## config.mk

```make
export PLATFORM = sky130hd
export DESIGN_NAME = vga_sync_generator
export DESIGN_NICKNAME = d
export VERILOG_FILES = /design/src/rtl/vga_pkg.sv /design/src/rtl/vga_axis_counter.sv /design/src/rtl/vga_sync_generator.sv
export SDC_FILE = /design/constraint.sdc
export NUM_CORES = 1
export LEC_CHECK = 0
export CAP_MARGIN = 10
export CORE_MARGIN = 5
export CORE_UTILIZATION = 55
export CTS_BUF_LIST = sky130_fd_sc_hd__clkbuf_8
export CTS_CLUSTER_DIAMETER = 40
export DETAILED_ROUTE_END_ITERATION = 12
export PLACE_DENSITY = 0.78
export RECOVER_POWER = 100
export REMOVE_ABC_BUFFERS = 1
export SLEW_MARGIN = 15
export SYNTH_ARGS = -nofsm -noshare
export SYNTH_HDL_FRONTEND = slang
export SYNTH_SLANG_ARGS = --single-unit
```

## constraint.sdc

```tcl
create_clock -name in_clk -period 4.97 [get_ports in_clk]
set_clock_uncertainty 0.05 [all_clocks]
set_input_delay 1.491 -clock in_clk [delete_from_list [all_inputs] [get_ports in_clk]]
set_output_delay 1.491 -clock in_clk [all_outputs]
set_load 0.05 [all_outputs]
```

## src/rtl/vga_pkg.sv

```systemverilog
// Shared definitions for the VGA timing path.
// - phase_t     : per-axis timing phase
// - DEF_*       : 640x480@60 default timing
// - vga_total() : line/frame length from the four region lengths
package vga_pkg;

  typedef enum logic [1:0] {ACTIVE, FRONT, SYNC, BACK} phase_t;

  localparam int DEF_H_ACTIVE = 640;
  localparam int DEF_H_FRONT  = 16;
  localparam int DEF_H_SYNC   = 96;
  localparam int DEF_H_BACK   = 48;
  localparam int DEF_V_ACTIVE = 480;
  localparam int DEF_V_FRONT  = 10;
  localparam int DEF_V_SYNC   = 2;
  localparam int DEF_V_BACK   = 33;
  localparam int DEF_CNT_W    = 10;

  function automatic int vga_total(input int active, input int front,
                                   input int sync, input int back);
    return active + front + sync + back;
  endfunction

endpackage

```

## src/rtl/vga_axis_counter.sv

```systemverilog
// One timing axis (horizontal or vertical): position counter plus phase FSM.
// Ports:
//   in_clk, reset : clock, synchronous active-high reset
//   step          : advance one position
//   cnt           : current position, 0..TOTAL-1
//   phase         : ACTIVE/FRONT/SYNC/BACK region of cnt
//   wrap          : cnt is at the last position (next step returns to 0)
module vga_axis_counter #(
  parameter int ACTIVE = 640,
  parameter int FRONT  = 16,
  parameter int SYNC   = 96,
  parameter int BACK   = 48,
  parameter int CNT_W  = 10
) (
  input  logic             in_clk,
  input  logic             reset,
  input  logic             step,
  output logic [CNT_W-1:0] cnt,
  output vga_pkg::phase_t  phase,
  output logic             wrap
);

  localparam int TOTAL = vga_pkg::vga_total(ACTIVE, FRONT, SYNC, BACK);

  localparam logic [CNT_W-1:0] LAST     = CNT_W'(TOTAL - 1);
  localparam logic [CNT_W-1:0] FRONT_AT = CNT_W'(ACTIVE);
  localparam logic [CNT_W-1:0] SYNC_AT  = CNT_W'(ACTIVE + FRONT);
  localparam logic [CNT_W-1:0] BACK_AT  = CNT_W'(ACTIVE + FRONT + SYNC);

  logic [CNT_W-1:0] cnt_nxt;
  vga_pkg::phase_t  phase_nxt;

  assign wrap = (cnt == LAST);

  always_ff @(posedge in_clk) begin
    if (reset) begin
      cnt   <= '0;
      phase <= vga_pkg::ACTIVE;
    end else begin
      cnt   <= cnt_nxt;
      phase <= phase_nxt;
    end
  end

  // Phase moves together with the count, keyed on the count being entered,
  // so phase always describes the position held in cnt.
  always_comb begin
    cnt_nxt   = cnt;
    phase_nxt = phase;
    if (step) begin
      if (wrap) begin
        cnt_nxt   = '0;
        phase_nxt = vga_pkg::ACTIVE;
      end else begin
        cnt_nxt = cnt + 1'b1;
        unique case (phase)
          vga_pkg::ACTIVE: if (cnt_nxt == FRONT_AT) phase_nxt = vga_pkg::FRONT;
          vga_pkg::FRONT:  if (cnt_nxt == SYNC_AT)  phase_nxt = vga_pkg::SYNC;
          vga_pkg::SYNC:   if (cnt_nxt == BACK_AT)  phase_nxt = vga_pkg::BACK;
          vga_pkg::BACK:   phase_nxt = vga_pkg::BACK;
          default:         phase_nxt = vga_pkg::ACTIVE;
        endcase
      end
    end
  end

endmodule

```

## src/rtl/vga_sync_generator.sv

```systemverilog
// VGA timing generator: sync pulses, blanking, pixel coordinates and
// line/frame start pulses. Advances one pixel per in_clk cycle with pix_en.
// Ports:
//   in_clk, reset : system clock, synchronous active-high reset
//   pix_en        : pixel advance enable (re-timed divider tick)
//   hsync, vsync  : sync outputs, active level SYNC_POL
//   video_on      : inside both active regions
//   x, y          : pixel coordinate when video_on, else 0
//   line_start    : 1-cycle pulse after horizontal wrap
//   frame_start   : 1-cycle pulse after frame wrap
// All outputs are registered and lag the counters by one in_clk cycle.
module vga_sync_generator
  import vga_pkg::*;
#(
  parameter int H_ACTIVE = DEF_H_ACTIVE,
  parameter int H_FRONT  = DEF_H_FRONT,
  parameter int H_SYNC   = DEF_H_SYNC,
  parameter int H_BACK   = DEF_H_BACK,
  parameter int V_ACTIVE = DEF_V_ACTIVE,
  parameter int V_FRONT  = DEF_V_FRONT,
  parameter int V_SYNC   = DEF_V_SYNC,
  parameter int V_BACK   = DEF_V_BACK,
  parameter bit SYNC_POL = 1'b0,
  parameter int CNT_W    = DEF_CNT_W
) (
  input  logic             in_clk,
  input  logic             reset,
  input  logic             pix_en,
  output logic             hsync,
  output logic             vsync,
  output logic             video_on,
  output logic [CNT_W-1:0] x,
  output logic [CNT_W-1:0] y,
  output logic             line_start,
  output logic             frame_start
);

  localparam int H_TOTAL = vga_total(H_ACTIVE, H_FRONT, H_SYNC, H_BACK);
  localparam int V_TOTAL = vga_total(V_ACTIVE, V_FRONT, V_SYNC, V_BACK);

  if (H_TOTAL > (1 << CNT_W)) begin : g_h_chk
    $fatal(1, "vga_sync_generator: H_TOTAL does not fit in CNT_W bits");
  end
  if (V_TOTAL > (1 << CNT_W)) begin : g_v_chk
    $fatal(1, "vga_sync_generator: V_TOTAL does not fit in CNT_W bits");
  end

  logic [CNT_W-1:0] h_cnt, v_cnt;
  phase_t           h_phase, v_phase;
  logic             h_wrap, v_wrap;
  logic             v_step;
  logic             on;

  // Vertical advances on the pixel that ends a line.
  assign v_step = pix_en & h_wrap;

  vga_axis_counter #(
    .ACTIVE(H_ACTIVE), .FRONT(H_FRONT), .SYNC(H_SYNC), .BACK(H_BACK), .CNT_W(CNT_W)
  ) u_h (
    .in_clk(in_clk), .reset(reset), .step(pix_en),
    .cnt(h_cnt), .phase(h_phase), .wrap(h_wrap)
  );

  vga_axis_counter #(
    .ACTIVE(V_ACTIVE), .FRONT(V_FRONT), .SYNC(V_SYNC), .BACK(V_BACK), .CNT_W(CNT_W)
  ) u_v (
    .in_clk(in_clk), .reset(reset), .step(v_step),
    .cnt(v_cnt), .phase(v_phase), .wrap(v_wrap)
  );

  assign on = (h_phase == ACTIVE) && (v_phase == ACTIVE);

  // Decode is resampled every cycle; with pix_en low the counters hold, so
  // the outputs settle and hold as well.
  always_ff @(posedge in_clk) begin
    if (reset) begin
      hsync       <= ~SYNC_POL;
      vsync       <= ~SYNC_POL;
      video_on    <= 1'b0;
      x           <= '0;
      y           <= '0;
      line_start  <= 1'b0;
      frame_start <= 1'b0;
    end else begin
      hsync       <= (h_phase == SYNC) ? SYNC_POL : ~SYNC_POL;
      vsync       <= (v_phase == SYNC) ? SYNC_POL : ~SYNC_POL;
      video_on    <= on;
      x           <= on ? h_cnt : '0;
      y           <= on ? v_cnt : '0;
      line_start  <= v_step;
      frame_start <= v_step & v_wrap;
    end
  end

endmodule

```

# [After elaboration in Yosys (flattened, before gate mapping)]
# Index checks and enable logic that the tools add are counted.
[totals] regBits=49 inputBits=3 output_inout_bits=25 wordCells=56
[classes] add_sub_neg=2 eq_ne=20 muxes=14 bitwise_logic=3 reduce_logical=6
[op_table] op="$eq 10x10->1 const B" n=5
[op_table] op="$eq 10x9->1 const B" n=3
[op_table] op="$add 10x1->10 const B" n=2
[op_table] op="$mux 10" n=2
[op_table] op="$ne 3x2->1 const B" n=6
[op_table] op="$mux 2" n=8
[op_table] op="$pmux 2 s4" n=2
[op_table] op="$eq 2x2->1 const B" n=4
[op_table] op="$reduce_and 4->1" n=2
[op_table] op="$eq 2x1->1 const B" n=2
[op_table] op="$logic_not 2->1" n=2
[op_table] op="$and 1x1->1" n=2
[op_table] op="$mux 1" n=2
[op_table] op="$reduce_or 2->1" n=1
[op_table] op="$logic_and 1x1->1" n=1
[op_table] op="$not 1->1" n=1

# [Depth between registers and ports, before layout]
# Gate-level depths: netlist of the first run.
[logic_depth] word_depth=5 depth_mapped=9 mapped_depth_nobuf=8

# [By module]
# A second synthesis of the first run with hierarchy kept.
[hier_totals] cells_unflattened=259 area_unflattened_um2=2488.6
[by_module_without_submodules] module="vga_sync_generator" instances=1 cells_each=61 area_each_um2=844.6 seq_area_each_um2=500.5
[by_module_without_submodules] module="vga_axis_counter (u_h)" instances=1 cells_each=100 area_each_um2=822.0 seq_area_each_um2=240.2
[by_module_without_submodules] module="vga_axis_counter (u_v)" instances=1 cells_each=98 area_each_um2=822.0 seq_area_each_um2=240.2

# [Worst setup path before layout of the first run]
# OpenSTA, ideal clock, no wires.
[synth_path] path_kind="input to register" start="input port reset" end="register x[3]" setup_time_ns=0.058 arrival_ns=2.485 t_required_ns=4.862 slack_ns=2.377 cell_stages=6 n_path_buf=2 cell_sequence="clkbuf_1 > nor2_1 > nand2_1 > nor2_1 > clkbuf_1 > and2_2"
[synth_via] elab_chain_cells=1
[synth_lines] element="from (decl)" line="vga_sync_generator.sv:27" text="input logic reset,"
[synth_lines] element="$reduce_or 2->1 (no source line)"
[synth_lines] element="to (signal assigned)" line="vga_sync_generator.sv:88" text="x <= on ? h_cnt : '0;"
[synth_lines] element="to (decl)" line="vga_sync_generator.sv:32" text="output logic [CNT_W-1:0] x,"
# No other way between the ends.
# A chain may end at the register's enable or synchronous reset.

# [Final worst setup path of the first run]
[layout_path] start="input port pix_en" end="register u_v.phase[0]"
[layout_via] elab_chain_cells=2
[layout_lines] element="from (decl)" line="vga_sync_generator.sv:28" text="input logic pix_en,"
[layout_lines] element="$and 1x1->1" line="vga_sync_generator.sv:55" text="assign v_step = pix_en & h_wrap;"
[layout_lines] element="$reduce_and 4->1 (no source line)"
[layout_lines] element="to (signal assigned)" line="vga_axis_counter.sv:38" text="phase <= vga_pkg::ACTIVE;"
[layout_lines] element="to (signal assigned)" line="vga_axis_counter.sv:41" text="phase <= phase_nxt;"
[layout_lines] element="to (decl)" line="vga_axis_counter.sv:19" text="output vga_pkg::phase_t phase,"
# No other way between the ends.

==> reports/qor.yml, run 1 <==
ir_worst_vdd_mv: 0.1091
final_nets: 290
synth-seq-area-share: 0.4144
max_slew.worst_pin.slew_ns: 1.231
crit_required_ns: 5.17
r2r_cells: 7
setup_viol_count_final: 0
io_buffers: 27
clkSinkCount: 49
pin_count: 28
die-area_sq_mm: 0.005716
cts_buffer_depth: 2
place_ws_ns: 1.102
dp.cells: 324
grt_pass1_vias: 1668
h-tree-depth: 2
reg2reg_setup_slack_ns: 2.25
synth.distinct_cells: 56
avgRoutedWirePerCell_um: 14.46
rows: 23
setup.worst_path.end_class: "flop"
finalHoldViolations: 0
startpoint: "pix_en"
p_switching_mw: 0.1537
cts_hold_buf: 0
dpl.hpwl_um: 3242
design.core.area_sq_mm: 0.004086
comb_power_share: 0.035
fp.dieW_um: 75.61
die_y_um: 75.61
place_congestion: 0.8051
ys_async_sr_fraction: 0
numCtsBuffers: 5
drtAntennaViolNets: 0
power_density_mw_per_mm2: 243.6
post-route-drc-count: 0
clockPowerShare: 0.354
num_vias: 1914
grt_use_total: 0.1821
synth_seq_cells: 49
internal-power_mw: 0.4989
crit_arrival_ns: 3.94
cts-resized-gates: 0
rr_endpoint: "u_v.phase[0]"
postCtsSetupBuffers: 0
max_freq_mhz: 267.3
antenna_found_initial: 0
drt-total-wl_um: 4801
crit_type: "input port to flop"
grt_pass1_wl_um: 8079
outcome: "complete, no violations"
p_seq_frac: 0.610
finalCriticalPeriod_ns: 3.741
overflow: 0
maxSlewHeadroom: 0.1790
syn_to_final_growth_pct: 13.16
start_util: 0.5793
power.leakage_nw: 0.9795
synth_cells: 265
netlist_area_sq_mm: 0.002367
tns_ns: 0
crit_end: "u_v.phase[0]"
synth_area_leaders: "dfxtp_1, and2_1, a21oi_1"
post_dp_cell_area_sq_mm: 0.002597
rsz0062_at_grt: "false"
hold_path.class: "flop to flop"
yosys_warnings: 0
critPathMaxFanout: 20
synth_edf_count: 0
drive_above_1_share: 0.07092
grt_max_degree: 28
swShare: 0.2355
final_area_sq_mm: 0.002679
clk_pin_slew_worst_paths_ns: 0.09
drtPass1Iterations: 4
via_per_inst: 5.765
drtIter0Drc: 154
fin_cells: 332
synth.top_cell.area_share: 0.4144
holdPathStages: 1
cap_violations: 0
diodes: 0
critPathLaunchType: "input port"
syn-mean-instance-area_sq_um: 8.933
root_buffer: "clkbuf_8"
setup_ws_ns: 1.229
period_share: 0.7527
slew_violations: 0
timing.rr.start: "u_h.cnt[0]"
synthFlopType: "dfxtp_1"
cts_tree: "yes"
insertion_delay_ns: 0.30
yosysTopAreaCell: "dfxtp_1"
holdWs_ns: 0.4264
[state kept, by name, indices dropped and copies added, names as in the netlist]
register	cells
y	10
vsync	1
u_h.cnt	10
frame_start	1
hsync	1
video_on	1
u_v.cnt	10
x	10
u_h.phase	2
u_v.phase	2
line_start	1
[layout make-up]
type	count	area, sq um
fillers	355	1408
inverters	7	26.28
repair buffers	28	274.0
clock buffers	5	68.82
well taps	50	62.56
multi-input cells	190	1249
flip-flops and latches	49	980.9
clock inverters	3	17.52
[cells in the final DEF, fill, tap and decap left out, types with 7 or more instances in the layout]
cell           count
dfxtp_1           49
dlygate4sd3_1     27
nor2_1            18
a21oi_1           16
nand2_1           15
o21ai_0           13
nand3_1           11
nor3_1             8
and2_0             8
and2_1             8
inv_1              7
or3_1              7
[cell usage after synthesis (4+ instances only)]
library cell  number
o21ai_0           13
nand3b_1           5
nor3_1             8
nor2b_1            5
clkbuf_1           9
and2_1            16
buf_2              4
or3_1              7
nand3_1           11
nand2_1           15
nor2_1            18
a21oi_1           16
inv_1              7
nand2b_1           4
ha_1               6
dfxtp_1           49
nand4_1            6
and3_1             5
xor2_1             6
[cells by family after synthesis]
logic type,after synthesis,synth area share
buffers and inverters,26,0.05761
AOI/OAI and AO/OA,54,0.1517
and+or+nand+nor,118,0.2981
adders and majority gates,6,0.03171
DFF,49,0.4144
xor gates and xnor gates,9,0.03330
muxes,3,0.01321
[power by group through the flow]
stage	Clock (mW)	Sequential [mW]	Combinational, mW
floorplan	0	0.411	0.00769
global placement	0	0.407	0.0236
detailed placement	0	0.408	0.0240
CTS	0.236	0.398	0.0241
global route	0.251	0.399	0.0254
finish	0.231	0.398	0.0230
[through the flow]
stage | total power [mW] | util
after global placement | 0.4310 | 0.6356
final | 0.6526 | 0.6555
after global routing | 0.6753 | 0.6555
after floorplan | 0.4186 | -
after detailed placement | 0.4318 | 0.6356
after CTS | 0.6590 | 0.6568
[layer usage]
layer | track usage | vias to the layer above | share of wire
met1 | 0.2632 | 877 | 0.49
li1 | - | 967 | -
met4 | 0.06408 | 0 | 0.014
met2 | 0.2685 | 64 | 0.43
met3 | 0.03826 | 6 | 0.061
met5 | 0 | - | 0
[worst max-delay path, stage by stage]
cell and delay (ns):
dlygate4sd3_1 0.99, nand4_1 0.64, nor2_1 0.41, o211ai_1 0.14, nor3_1 0.14, nand3b_1 0.12
[worst min-delay path by stage]
stage               slack (ns)  endpoint          from
floorplan                 0.38     vsync  u_v.phase[1]
global placement          0.41     vsync  u_v.phase[1]
detailed placement        0.41     vsync  u_v.phase[1]
CTS                       0.43     vsync  u_v.phase[1]
global route              0.47     vsync  u_v.phase[1]
finish                    0.43     vsync  u_v.phase[1]
No activity file was read; power rests on OpenSTA's default activity.
==> inputs of run 2 (changes only) <==
- CORE_UTILIZATION: 55 -> 52
- PLACE_DENSITY: 0.78 -> 0.77
- clock period: 4.97 -> 3.3 ns (I/O delays scaled with it)
==> reports/qor.yml, run 2 (same netlist as run 1, synthesis figures left out) <==
outcome: "complete, no violations"
overflow: 0
cts_tree: "yes"
io_buffers: 27
fp.dieW_um: 77.47
final_cell_mix: "dfxtp_1, dlygate4sd3_1, nor2_1"
regArea_sq_um: 980.9
place_ws_ns: 0.6994
drt-total-wl_um: 4848
ir_worst_vdd_mv: 0.1995
max_slew.worst_pin.slew_ns: 0.7500
postCtsSetupBuffers: 0
p_switching_mw: 0.2385
max_freq_mhz: 376.4
avgRoutedWirePerCell_um: 14.34
power_density_mw_per_mm2: 393.4
via_per_inst: 5.624
cts-resized-gates: 0
period_share: 0.8051
die-area_sq_mm: 0.006002
dp.cells: 330
cts_buffer_depth: 2
cap_violations: 0
dpl.hpwl_um: 3339
comb_power_share: 0.034
setup_ws_ns: 0.6431
crit_required_ns: 3.46
nFillCells: 382
internal-power_mw: 0.8332
tns_ns: 0
syn_to_final_growth_pct: 15.06
slew_violations: 0
clk_pin_slew_worst_paths_ns: 0.09
maxSlewHeadroom: 0.5000
critPathLaunchType: "input port"
numCtsBuffers: 5
place_congestion: 0.8639
r2r_cells: 6
start_util: 0.5400
finalCriticalPeriod_ns: 2.657
setup.worst_path.end_class: "flop"
fin_cells: 338
post-route-drc-count: 0
clkSinkCount: 49
final_common_cell: "dfxtp_1"
crit_type: "input port to flop"
crit_arrival_ns: 2.82
grt_pass1_vias: 1736
drtIter0Drc: 188
die_y_um: 77.47
rows: 24
finalHoldViolations: 0
timing.rr.start: "u_h.cnt[1]"
cts_hold_buf: 0
total_power_mw: 1.072
reg2reg_setup_slack_ns: 0.80
drive_above_1_share: 0.07343
swShare: 0.2226
drtPass1Iterations: 4
critPathMaxFanout: 17
design.core.area_sq_mm: 0.004384
diodes: 0
grt_pass1_wl_um: 8135
power.leakage_nw: 1.008
rsz0062_at_grt: "false"
final_nets: 294
multi_input_comb_area_sq_mm: 0.001240
clockPowerShare: 0.406
h-tree-depth: 2
hold_start: "u_v.phase[1]"
grt_max_degree: 19
holdPathStages: 1
antenna_found_initial: 0
pin_count: 28
insertion_delay_ns: 0.31
num_vias: 1901
p_seq_frac: 0.560
rr_endpoint: "u_v.cnt[6]"
root_buffer: "clkbuf_8"
worst_hold_path.endpoint: "vsync"
drtAntennaViolNets: 0
grt_use_total: 0.1632
setup_viol_count_final: 0
hold_path.class: "flop to flop"
==> run 2: changes by cell type in the layout (fill, tap and decap cells not counted), moves of 2 or more <==
| cell | change |
|---|---|
| clkbuf_1 | +2 |
| and2_0 | -7 |
| and2_1 | +7 |
| clkinv_2 | -2 |
| buf_4 | +2 |
==> run 2: worst max-delay path: stages <==
cell and delay [ns]:
dlygate4sd3_1 0.55, clkbuf_1 0.54, nor2_1 0.12, nand2_1 0.18, nor2_1 0.06, buf_4 0.18
and2_2 0.19
==> run 2: worst max path at each step <==
stage                           from  cells after the start      endpoint
final                          reset                      7          x[3]
after global routing           reset                      7          y[4]
after CTS                      hsync                      1         hsync
after detailed placement      pix_en                      5    u_v.cnt[6]
after global placement        pix_en                      5    u_v.cnt[4]
after floorplan           u_h.cnt[0]                      7  u_v.phase[0]
==> run 2: routing by layer <==
layer,routed length (um),GRT usage,vias up,share of wire
met1,2343,0.2281,861,0.48
met5,0,0,-,0
met2,2089,0.2441,63,0.43
met4,78,0.06186,0,0.016
li1,-,-,969,-
met3,337,0.03819,8,0.070
==> run 2: per-stage QoR <==
stage / area [sq um] / hold slack (ns) / utilization
detailed placement: 2630 / 0.4208 / 0.5999
global placement: 2630 / 0.4119 / 0.5999
global route: 2724 / 0.4998 / 0.6213
CTS: 2745 / 0.4448 / 0.6261
finish: 2724 / 0.4403 / 0.6213
floorplan: 2257 / 0.3805 / -
==> run 2: area by class of cell <==
type	instances	area share
Tap cell	52	0.02389
Clock buffer	5	0.02526
Timing Repair Buffer	32	0.1089
Clock inverter	3	0.01700
Multi-Input combinational cell	190	0.4552
Sequential cell	49	0.3601
Inverter	7	0.009646
==> run 2: power by group through the flow <==
stage	Sequential, mW	Combinational, mW	Clock [mW]
global placement	0.614	0.0380	0
finish	0.600	0.0363	0.435
detailed placement	0.614	0.0388	0
global route	0.601	0.0397	0.462
CTS	0.600	0.0391	0.443
floorplan	0.619	0.0116	0
==> inputs of run 3 (changes only) <==
- CORE_UTILIZATION: 52 -> 55
- PLACE_DENSITY: 0.77 -> 0.78
- clock period: 3.3 -> 2.5 ns (I/O delays scaled with it)
==> reports/qor.yml, run 3 (same netlist as run 1, synthesis figures left out) <==
cts_hold_buf: 0
die-area_sq_mm: 0.005716
cts-resized-gates: 0
cts_buffer_depth: 2
top_usage_layer: "met2"
cap_violations: 0
grt_max_degree: 18
hold_start: "u_v.phase[1]"
tns_ns: 0
slew_violations: 0
power_density_mw_per_mm2: 513.4
cts_tree: "yes"
startpoint: "pix_en"
avgRoutedWirePerCell_um: 14.97
diodes: 0
place_congestion: 0.8781
numCtsBuffers: 5
clkSinkCount: 49
fp.dieW_um: 75.61
multi_input_comb_area_sq_mm: 0.001242
grt_use_met2: 0.2895
num_vias: 2017
insertion_delay_ns: 0.30
rows: 23
regArea_sq_um: 980.9
postCtsSetupBuffers: 0
via_per_inst: 5.880
clk_pin_slew_worst_paths_ns: 0.09
grt_pass1_wl_um: 8376
drt-total-wl_um: 5134
setup.worst_path.end_class: "flop"
die_y_um: 75.61
rsz0062_at_grt: "false"
power.leakage_nw: 1.044
timing.rr.start: "u_v.cnt[0]"
antenna_found_initial: 0
post-route-drc-count: 0
crit_type: "input port to flop"
outcome: "complete, no violations"
overflow: 0
use_met1: 0.2774
crit_arrival_ns: 2.49
io_buffers: 27
hold_path.class: "flop to flop"
max_slew.worst_pin.slew_ns: 0.6583
grt_pass1_vias: 1760
final_cell_mix: "dfxtp_1, dlygate4sd3_1, nor2_1"
max_freq_mhz: 432.2
finalHoldViolations: 0
dpl.hpwl_um: 3660
h-tree-depth: 2
crit_required_ns: 2.68
ir_worst_vdd_mv: 0.2387
start_util: 0.5793
pin_count: 28
drtPass1Iterations: 4
nFillCells: 363
drive_above_1_share: 0.09556
drtIter0Drc: 210
grt_use_total: 0.1917
syn_to_final_growth_pct: 17.49
maxSlewHeadroom: 0.5611
root_buffer: "clkbuf_8"
setup_viol_count_final: 0
postLayoutCoreUtil: 0.6806
final_common_cell: "dfxtp_1"
drtAntennaViolNets: 0
critPathLaunchType: "input port"
finalCriticalPeriod_ns: 2.314
met3_usage: 0.03826
design.core.area_sq_mm: 0.004086
final_nets: 301
period_share: 0.9255
critPathMaxFanout: 15
[run 3: power by group]
| group | leakage, nW | switching [mW] | internal, mW |
|---|---|---|---|
| logic | 0.591 | 0.0394 | 0.0188 |
| clock network | 0.0574 | 0.258 | 0.325 |
| registers | 0.396 | 0.00240 | 0.785 |
| total | 1.04 | 0.300 | 1.13 |
[run 3: final cells by class]
class | count | share of cell area
multi-input cells | 190 | 0.4467
well taps | 50 | 0.02249
inverters | 7 | 0.009447
clock buffers | 6 | 0.02969
clock inverters | 2 | 0.01350
flip-flops and latches | 49 | 0.3527
repair buffers | 39 | 0.1255
[run 3: worst max-delay path, stage by stage]
cell           delay [ns]
dlygate4sd3_1        0.65
clkbuf_1             0.52
nand2b_2             0.19
a211o_1              0.26
a31oi_1              0.12
[run 3: per-stage QoR]
step           worst slack [ns]  power (mW)  hold slack (ns)  cell area [sq um]  instances
4_1_cts                  0.2515       1.442           0.4411               2800        343
3_3_place_gp             0.1842      0.8656           0.4127               2680        335
5_1_grt                 0.09230       1.484           0.4769               2781        343
6_report                 0.1863       1.428           0.4428               2781        343
3_5_place_dp             0.1577      0.8668           0.4195               2680        335
2_1_floorplan            0.4302      0.8322           0.3805               2257        246
[run 3: per-layer routing]
layer,up-vias,share of wire
li1,996,-
met1,950,0.50
met2,67,0.44
met3,4,0.054
met4,0,0.0097
met5,-,0
[run 3: final timing paths]
path | to | slack, ns | depth (start not counted)
hold / removal | vsync | 0.44 | 1
setup reg to reg | u_v.phase[1] | 0.28 | 7
setup / recovery | u_h.phase[0] | 0.19 | 5
hold reg to reg | vsync | 0.44 | 1
